## config.mk

```make
export PLATFORM = sky130hd
export DESIGN_NAME = alu_operand_stage
export DESIGN_NICKNAME = d
export VERILOG_FILES = /design/src/rtl/riscv_pkg.sv /design/src/rtl/operand_fwd_mux.sv /design/src/rtl/alu_operand_stage.sv
export SDC_FILE = /design/constraint.sdc
export NUM_CORES = 1
export LEC_CHECK = 0
export ABC_AREA = 1
export CAP_MARGIN = 20
export CORE_MARGIN = 3
export CORE_UTILIZATION = 39
export DETAILED_ROUTE_END_ITERATION = 10
export PLACE_DENSITY_LB_ADDON = 0.12
export SETUP_SLACK_MARGIN = 0.5
export SLEW_MARGIN = 20
export SYNTH_ARGS = -nofsm -noshare
export SYNTH_HDL_FRONTEND = slang
export SYNTH_HIERARCHICAL = 1
export SYNTH_SLANG_ARGS = --single-unit
```

## constraint.sdc

```tcl
create_clock -name clk -period 3 [get_ports clk]
set_input_delay 0.75 -clock clk [delete_from_list [all_inputs] [get_ports clk]]
set_output_delay 0.75 -clock clk [all_outputs]
set_load 0.1 [all_outputs]
```

## src/rtl/riscv_pkg.sv

```systemverilog
// Shared types and constants for the integer pipeline: widths, ALU op codes
// and the forwarding source select used by the operand stage.
package riscv_pkg;

  localparam int XLEN = 32;
  localparam int RA_W = 5;

  localparam logic [3:0] ALU_AND = 4'b0000;
  localparam logic [3:0] ALU_OR  = 4'b0001;
  localparam logic [3:0] ALU_ADD = 4'b0010;
  localparam logic [3:0] ALU_SLL = 4'b0011;
  localparam logic [3:0] ALU_SUB = 4'b0100;
  localparam logic [3:0] ALU_SRL = 4'b0101;
  localparam logic [3:0] ALU_MUL = 4'b0110;
  localparam logic [3:0] ALU_XOR = 4'b0111;
  localparam logic [3:0] ALU_SLT = 4'b1000;

  typedef enum logic [1:0] {
    FWD_REG,
    FWD_EX,
    FWD_WB
  } fwd_sel_t;

endpackage

```

## src/rtl/operand_fwd_mux.sv

```systemverilog
// Per-operand forwarding select: EX/MEM over MEM/WB over stored data, x0 never forwarded.
// Purely combinational; flags a load in EX/MEM that this operand depends on.
module operand_fwd_mux #(
  parameter int XLEN = 32,
  parameter int RA_W = 5
) (
  input  logic [RA_W-1:0] addr,
  input  logic [XLEN-1:0] stored_data,
  input  logic            ex_we,
  input  logic [RA_W-1:0] ex_rd,
  input  logic [XLEN-1:0] ex_data,
  input  logic            ex_is_load,
  input  logic            wb_we,
  input  logic [RA_W-1:0] wb_rd,
  input  logic [XLEN-1:0] wb_data,
  output logic [XLEN-1:0] data,
  output logic            load_hazard
);
  import riscv_pkg::*;

  fwd_sel_t sel;

  always_comb begin
    sel = FWD_REG;
    if (addr != '0) begin
      if (ex_we && (ex_rd == addr) && !ex_is_load) begin
        sel = FWD_EX;
      end else if (wb_we && (wb_rd == addr)) begin
        sel = FWD_WB;
      end
    end
  end

  always_comb begin
    case (sel)
      FWD_EX:  data = ex_data;
      FWD_WB:  data = wb_data;
      default: data = stored_data;
    endcase
  end

  // A load result is not ready until MEM/WB, so it stalls rather than forwards.
  assign load_hazard = ex_we & ex_is_load & (addr != '0) & (ex_rd == addr);

endmodule

```

## src/rtl/alu_operand_stage.sv

```systemverilog
// ID/EX register feeding the ALU: one-entry valid/ready slot with forwarding and load-use bubble.
// Accepted instruction appears one cycle later; in_ready drops while the slot is held and not firing.
module alu_operand_stage #(
  parameter int XLEN = 32,
  parameter int RA_W = 5
) (
  input  logic            clk,
  input  logic            rst,
  input  logic            flush,

  input  logic            in_valid,
  output logic            in_ready,
  input  logic [RA_W-1:0] in_rs1_addr,
  input  logic [RA_W-1:0] in_rs2_addr,
  input  logic [XLEN-1:0] in_rs1_data,
  input  logic [XLEN-1:0] in_rs2_data,
  input  logic [XLEN-1:0] in_imm,
  input  logic            in_use_imm,
  input  logic [3:0]      in_alu_control,
  input  logic [RA_W-1:0] in_rd_addr,
  input  logic            in_reg_write,

  input  logic            ex_fwd_we,
  input  logic [RA_W-1:0] ex_fwd_rd,
  input  logic [XLEN-1:0] ex_fwd_data,
  input  logic            ex_fwd_is_load,
  input  logic            wb_fwd_we,
  input  logic [RA_W-1:0] wb_fwd_rd,
  input  logic [XLEN-1:0] wb_fwd_data,

  output logic            out_valid,
  input  logic            out_ready,
  output logic [XLEN-1:0] inp1,
  output logic [XLEN-1:0] inp2,
  output logic [3:0]      alu_control,
  output logic [RA_W-1:0] out_rd_addr,
  output logic            out_reg_write
);
  import riscv_pkg::*;

  logic            held_valid_q, held_valid_d;
  logic [RA_W-1:0] rs1_addr_q, rs1_addr_d;
  logic [RA_W-1:0] rs2_addr_q, rs2_addr_d;
  logic [XLEN-1:0] rs1_data_q, rs1_data_d;
  logic [XLEN-1:0] rs2_data_q, rs2_data_d;
  logic [XLEN-1:0] imm_q, imm_d;
  logic            use_imm_q, use_imm_d;
  logic [3:0]      alu_ctrl_q, alu_ctrl_d;
  logic [RA_W-1:0] rd_q, rd_d;
  logic            reg_write_q, reg_write_d;

  logic [XLEN-1:0] fwd_rs1, fwd_rs2;
  logic            haz_rs1, haz_rs2;
  logic            load_use, out_fire, capture;

  operand_fwd_mux #(.XLEN(XLEN), .RA_W(RA_W)) u_fwd_rs1 (
    .addr        (rs1_addr_q),
    .stored_data (rs1_data_q),
    .ex_we       (ex_fwd_we),
    .ex_rd       (ex_fwd_rd),
    .ex_data     (ex_fwd_data),
    .ex_is_load  (ex_fwd_is_load),
    .wb_we       (wb_fwd_we),
    .wb_rd       (wb_fwd_rd),
    .wb_data     (wb_fwd_data),
    .data        (fwd_rs1),
    .load_hazard (haz_rs1)
  );

  operand_fwd_mux #(.XLEN(XLEN), .RA_W(RA_W)) u_fwd_rs2 (
    .addr        (rs2_addr_q),
    .stored_data (rs2_data_q),
    .ex_we       (ex_fwd_we),
    .ex_rd       (ex_fwd_rd),
    .ex_data     (ex_fwd_data),
    .ex_is_load  (ex_fwd_is_load),
    .wb_we       (wb_fwd_we),
    .wb_rd       (wb_fwd_rd),
    .wb_data     (wb_fwd_data),
    .data        (fwd_rs2),
    .load_hazard (haz_rs2)
  );

  // rs2 is ignored under use_imm, so it cannot cause a bubble.
  assign load_use  = held_valid_q & (haz_rs1 | (~use_imm_q & haz_rs2));
  assign out_valid = held_valid_q & ~load_use;
  assign out_fire  = out_valid & out_ready;
  assign in_ready  = ~held_valid_q | out_fire;
  assign capture   = in_valid & in_ready & ~flush;

  assign inp1          = fwd_rs1;
  assign inp2          = use_imm_q ? imm_q : fwd_rs2;
  assign alu_control   = alu_ctrl_q;
  assign out_rd_addr   = rd_q;
  assign out_reg_write = reg_write_q;

  always_comb begin
    held_valid_d = held_valid_q;
    rs1_addr_d   = rs1_addr_q;
    rs2_addr_d   = rs2_addr_q;
    rs1_data_d   = rs1_data_q;
    rs2_data_d   = rs2_data_q;
    imm_d        = imm_q;
    use_imm_d    = use_imm_q;
    alu_ctrl_d   = alu_ctrl_q;
    rd_d         = rd_q;
    reg_write_d  = reg_write_q;

    if (capture) begin
      held_valid_d = 1'b1;
      rs1_addr_d   = in_rs1_addr;
      rs2_addr_d   = in_rs2_addr;
      // Same-cycle register file write is not yet visible in the read data.
      rs1_data_d   = (wb_fwd_we && wb_fwd_rd == in_rs1_addr && in_rs1_addr != '0)
                     ? wb_fwd_data : in_rs1_data;
      rs2_data_d   = (wb_fwd_we && wb_fwd_rd == in_rs2_addr && in_rs2_addr != '0)
                     ? wb_fwd_data : in_rs2_data;
      imm_d        = in_imm;
      use_imm_d    = in_use_imm;
      alu_ctrl_d   = in_alu_control;
      rd_d         = in_rd_addr;
      reg_write_d  = in_reg_write;
    end else if (out_fire) begin
      held_valid_d = 1'b0;
    end else if (held_valid_q) begin
      // Absorb writebacks while stalled so the operands never go stale.
      if (wb_fwd_we && wb_fwd_rd == rs1_addr_q && rs1_addr_q != '0) begin
        rs1_data_d = wb_fwd_data;
      end
      if (wb_fwd_we && wb_fwd_rd == rs2_addr_q && rs2_addr_q != '0) begin
        rs2_data_d = wb_fwd_data;
      end
    end

    if (flush) begin
      held_valid_d = 1'b0;
    end
  end

  always_ff @(posedge clk) begin
    if (rst) begin
      held_valid_q <= 1'b0;
      rs1_addr_q   <= '0;
      rs2_addr_q   <= '0;
      rs1_data_q   <= '0;
      rs2_data_q   <= '0;
      imm_q        <= '0;
      use_imm_q    <= 1'b0;
      alu_ctrl_q   <= 4'b0000;
      rd_q         <= '0;
      reg_write_q  <= 1'b0;
    end else begin
      held_valid_q <= held_valid_d;
      rs1_addr_q   <= rs1_addr_d;
      rs2_addr_q   <= rs2_addr_d;
      rs1_data_q   <= rs1_data_d;
      rs2_data_q   <= rs2_data_d;
      imm_q        <= imm_d;
      use_imm_q    <= use_imm_d;
      alu_ctrl_q   <= alu_ctrl_d;
      rd_q         <= rd_d;
      reg_write_q  <= reg_write_d;
    end
  end

endmodule

```

==> impl_metrics.ini <==
[placed_design]
placed_area_um2 = 13200
place_ws_ns = -0.935
portBuffers = 274
place.gp.congestion = 0.904
dp.cells = 1915
place_hpwl_mm = 24.2

[floorplan]
rows = 51
start_util = 0.404
die_h_um = 149
core_region_area_um2 = 19800
num_io_pins = 275
die-area_um2 = 22300
die_w_um = 149

[cts]
cts_hold_buffers = 0
clock_latency_ns = 0.43
cts_made_buffers = 17
cts.clk_slew.worst_paths_ns = 0.06
clk_path_buf_depth = 2
numClockSinks = 118
cts_root_buf = clkbuf_16
h-tree-depth = 4
cts_tree = built

[detailed_routing]
post_drt_wl_per_cell_um = 20.6
drc = 0
num_vias = 11146
drt-initial-drc-count = 1142
wl_mm = 41.2
vias_per_cell = 5.56
firstDrtPassIters = 7
postRouteAntennaNets = 0

[sta]
slew_violations = 0
post-route-period-util = 1.14
setup_viol = 64
timing.fmax_mhz = 291
rsz0062_at_grt = yes
tightestPinTransition_ns = 0.719
post-route-min-period_ns = 3.43
timing.hold.ws_ns = 0.483
fin_ws_ns = -0.432
clock-skew-final_ns = 0.0158
hold_viol = 0
slew_headroom = 0.519

[yosys]
synthAdderAreaFrac = 0.00625
synth_nets = 1583
synth_top_family_by_area = simple AND/OR/NAND/NOR gates
synth_area_leaders = dfxtp_1 (29%), nand2_1 (16%), a21oi_1 (10%)
syn_inst = 1380
synthDistinctLibCells = 32
synthMuxAreaShare = 0
postSynthRegisterBits = 118
ys_warn_count = 6
synth.top_cell.area_share = 0.295
synth-simple-area-share = 0.380
synth.cell_area_um2 = 8010
synth_top_area_cell = dfxtp_1
synth_compound_area_frac = 0.175
yosysSeqAreaShare = 0.295
synth-xor-area-share = 0.00984
syn_area_per_cell_um2 = 5.80

[critical_path]
crit_chain = buf_2 > inv_2 > nand2_1 > nand3_1 > nor2_1 > nand3_2 > inv_2 > nand2_2 > ha_4 > buf_8 > buf_8 > a21oi_2 > a21oi_2 > nand2_2 > nand2_8 > buf_12
critPathMaxStageDelay_ns = 0.35
critPathCaptureType = primary output
critical_path_class = input port to primary output
worst_ep_required_time_ns = 2.25
arrival_ns = 2.68
worst-path-max-fanout = 5
worstSetupStartpointType = input port
cpLargestDelayFamily = buffers and inverters
cpMaxStageDelayCell = ha_4
critPathBufInv = 6

[pwr]
powerDensity_nw_per_um2 = 420
ir_worst_vdd_uv = 405
leakagePower_nw = 6.92
finalPower_mw = 6.74

[cells_and_area]
fin_area_um2 = 16000
layoutNonFillerInstCount = 2003
fin_nets = 1926
synthToLayoutAreaGrowth_pct = 100
drive_gt1_frac = 0.347

[global_routing]
grt-ovfl-total = 0
grt_usage = 0.334
grt_max_degree = 70
grt_pass1_wl_mm = 58.1
antenna_found_initial = 4
grt_pass1_vias = 10497

[status]
status = finished with violations
violations = negative setup slack

[hold_path]
hp-class = flip-flop to flip-flop

[flow_run]
drv_cap = 0
## area by class of cell
cell class / count / area [µm²]
antenna: 2 / 5.00
timing repair buffer: 409 / 5390
tap: 265 / 332
inverter: 158 / 662
sequential: 118 / 2380
clock inverter: 11 / 150
clock buffer: 21 / 450
fill: 1282 / 3810
timing repair inverter: 4 / 76.3
multi-input combinational: 1015 / 6590
## cells by family (layout without fill, tap and decap cells)
logic type               count (synthesis)  count (layout)
adder cells (fa/ha/maj)                  4               4
other                                    0               2
AND/OR/NAND/NOR                        724             725
buffers and inverters                  248             603
XOR/XNOR                                 9               9
flip-flops                             118             118
AO/OA/AOI/OAI                          277             277
## layer usage
layer | global-route usage | vias to the layer above | share of wire
li1 | - | 5061 | -
met1 | 0.411 | 5218 | 0.37
met2 | 0.557 | 713 | 0.48
met3 | 0.0969 | 150 | 0.10
met4 | 0.121 | 4 | 0.040
met5 | 0 | - | 0.00061
## worst paths after layout
kind	from	slack [ns]	cells past startpoint	endpoint
worst max register to register	rs1_addr_q[3]	0.32	20	rs2_data_q[3]
worst max-delay path	wb_fwd_rd[1]	-0.43	16	inp2[24]
worst min-delay path	alu_control[2]	0.48	2	alu_control[2]
worst min register to register	alu_control[2]	0.48	2	alu_control[2]
## power breakdown
group | internal, mW | total, mW | switching, mW
Sequential | 1.68 | 1.78 | 0.102
Clock | 1.33 | 2.16 | 0.830
Combinational | 1.15 | 2.79 | 1.64
Total | 4.17 | 6.74 | 2.57
## through the flow
step | setup TNS (ns) | utilization
2_1_floorplan | -2.62 | -
3_3_place_gp | -80.75 | 0.664
3_5_place_dp | -91.48 | 0.664
4_1_cts | -21.22 | 0.760
5_1_grt | -27.44 | 0.808
6_report | -23.13 | 0.808
## cell usage after synthesis
| library cell | n |
|---|---|
| a211oi_1 | 1 |
| a21boi_0 | 5 |
| a21oi_1 | 166 |
| buf_1 | 2 |
| buf_2 | 51 |
| buf_4 | 11 |
| buf_6 | 4 |
| clkbuf_1 | 22 |
| dfxtp_1 | 118 |
| ha_1 | 4 |
| inv_1 | 144 |
| inv_2 | 12 |
| inv_4 | 1 |
| inv_6 | 1 |
| nand2_1 | 350 |
| nand2_2 | 15 |
| nand2_4 | 2 |
| nand2_8 | 1 |
| nand3_1 | 125 |
| nand3_2 | 2 |
| nand3b_1 | 1 |
| nand4_1 | 3 |
| nand4_2 | 2 |
| nor2_1 | 211 |
| nor2_2 | 6 |
| nor2_4 | 4 |
| nor3_2 | 2 |
| o21ai_0 | 96 |
| o21ai_1 | 8 |
| o22ai_1 | 1 |
| xnor2_1 | 3 |
| xor2_1 | 6 |
## cells in the final DEF (no fill, tap or decap), drive strengths merged
| cell | n |
|---|---|
| bufinv | 3 |
| inv | 160 |
| diode | 2 |
| nand3b | 1 |
| ha | 4 |
| dfxtp | 118 |
| xor2 | 6 |
| o21ai | 104 |
| buf | 213 |
| nand3 | 127 |
| clkdlybuf4s50 | 185 |
| clkinvlp | 2 |
| a21oi | 166 |
| a21boi | 5 |
| a211oi | 1 |
| nand2 | 369 |
| clkbuf | 30 |
| nor2 | 221 |
| bufbuf | 1 |
| nand4 | 5 |
| xnor2 | 3 |
| dlygate4sd2 | 1 |
| nor3 | 2 |
| o22ai | 1 |
| clkinv | 8 |
## what timing repair did
action                     in CTS  in global routing
buffers inserted               18                  8
gates resized for setup       269                171
setup endpoints to repair     183                168
pin swaps                      43                 62
gates cloned                   16                 12
## tightest hold or removal path, cell delays in order (launching register included)
cell     delay [ns]
dfxtp_1        0.32
nor2_1         0.04
nor2_1         0.08
## registers in the layout, indices dropped and copies added (netlist names)
register and cells:
out_rd_addr 5, imm_q 32, out_reg_write 1, held_valid_q 1, rs2_data_q 32, rs2_addr_q 5
rs1_addr_q 5, rs1_data_q 32, alu_control 4, use_imm_q 1
Power figures use the tool's default switching activity.
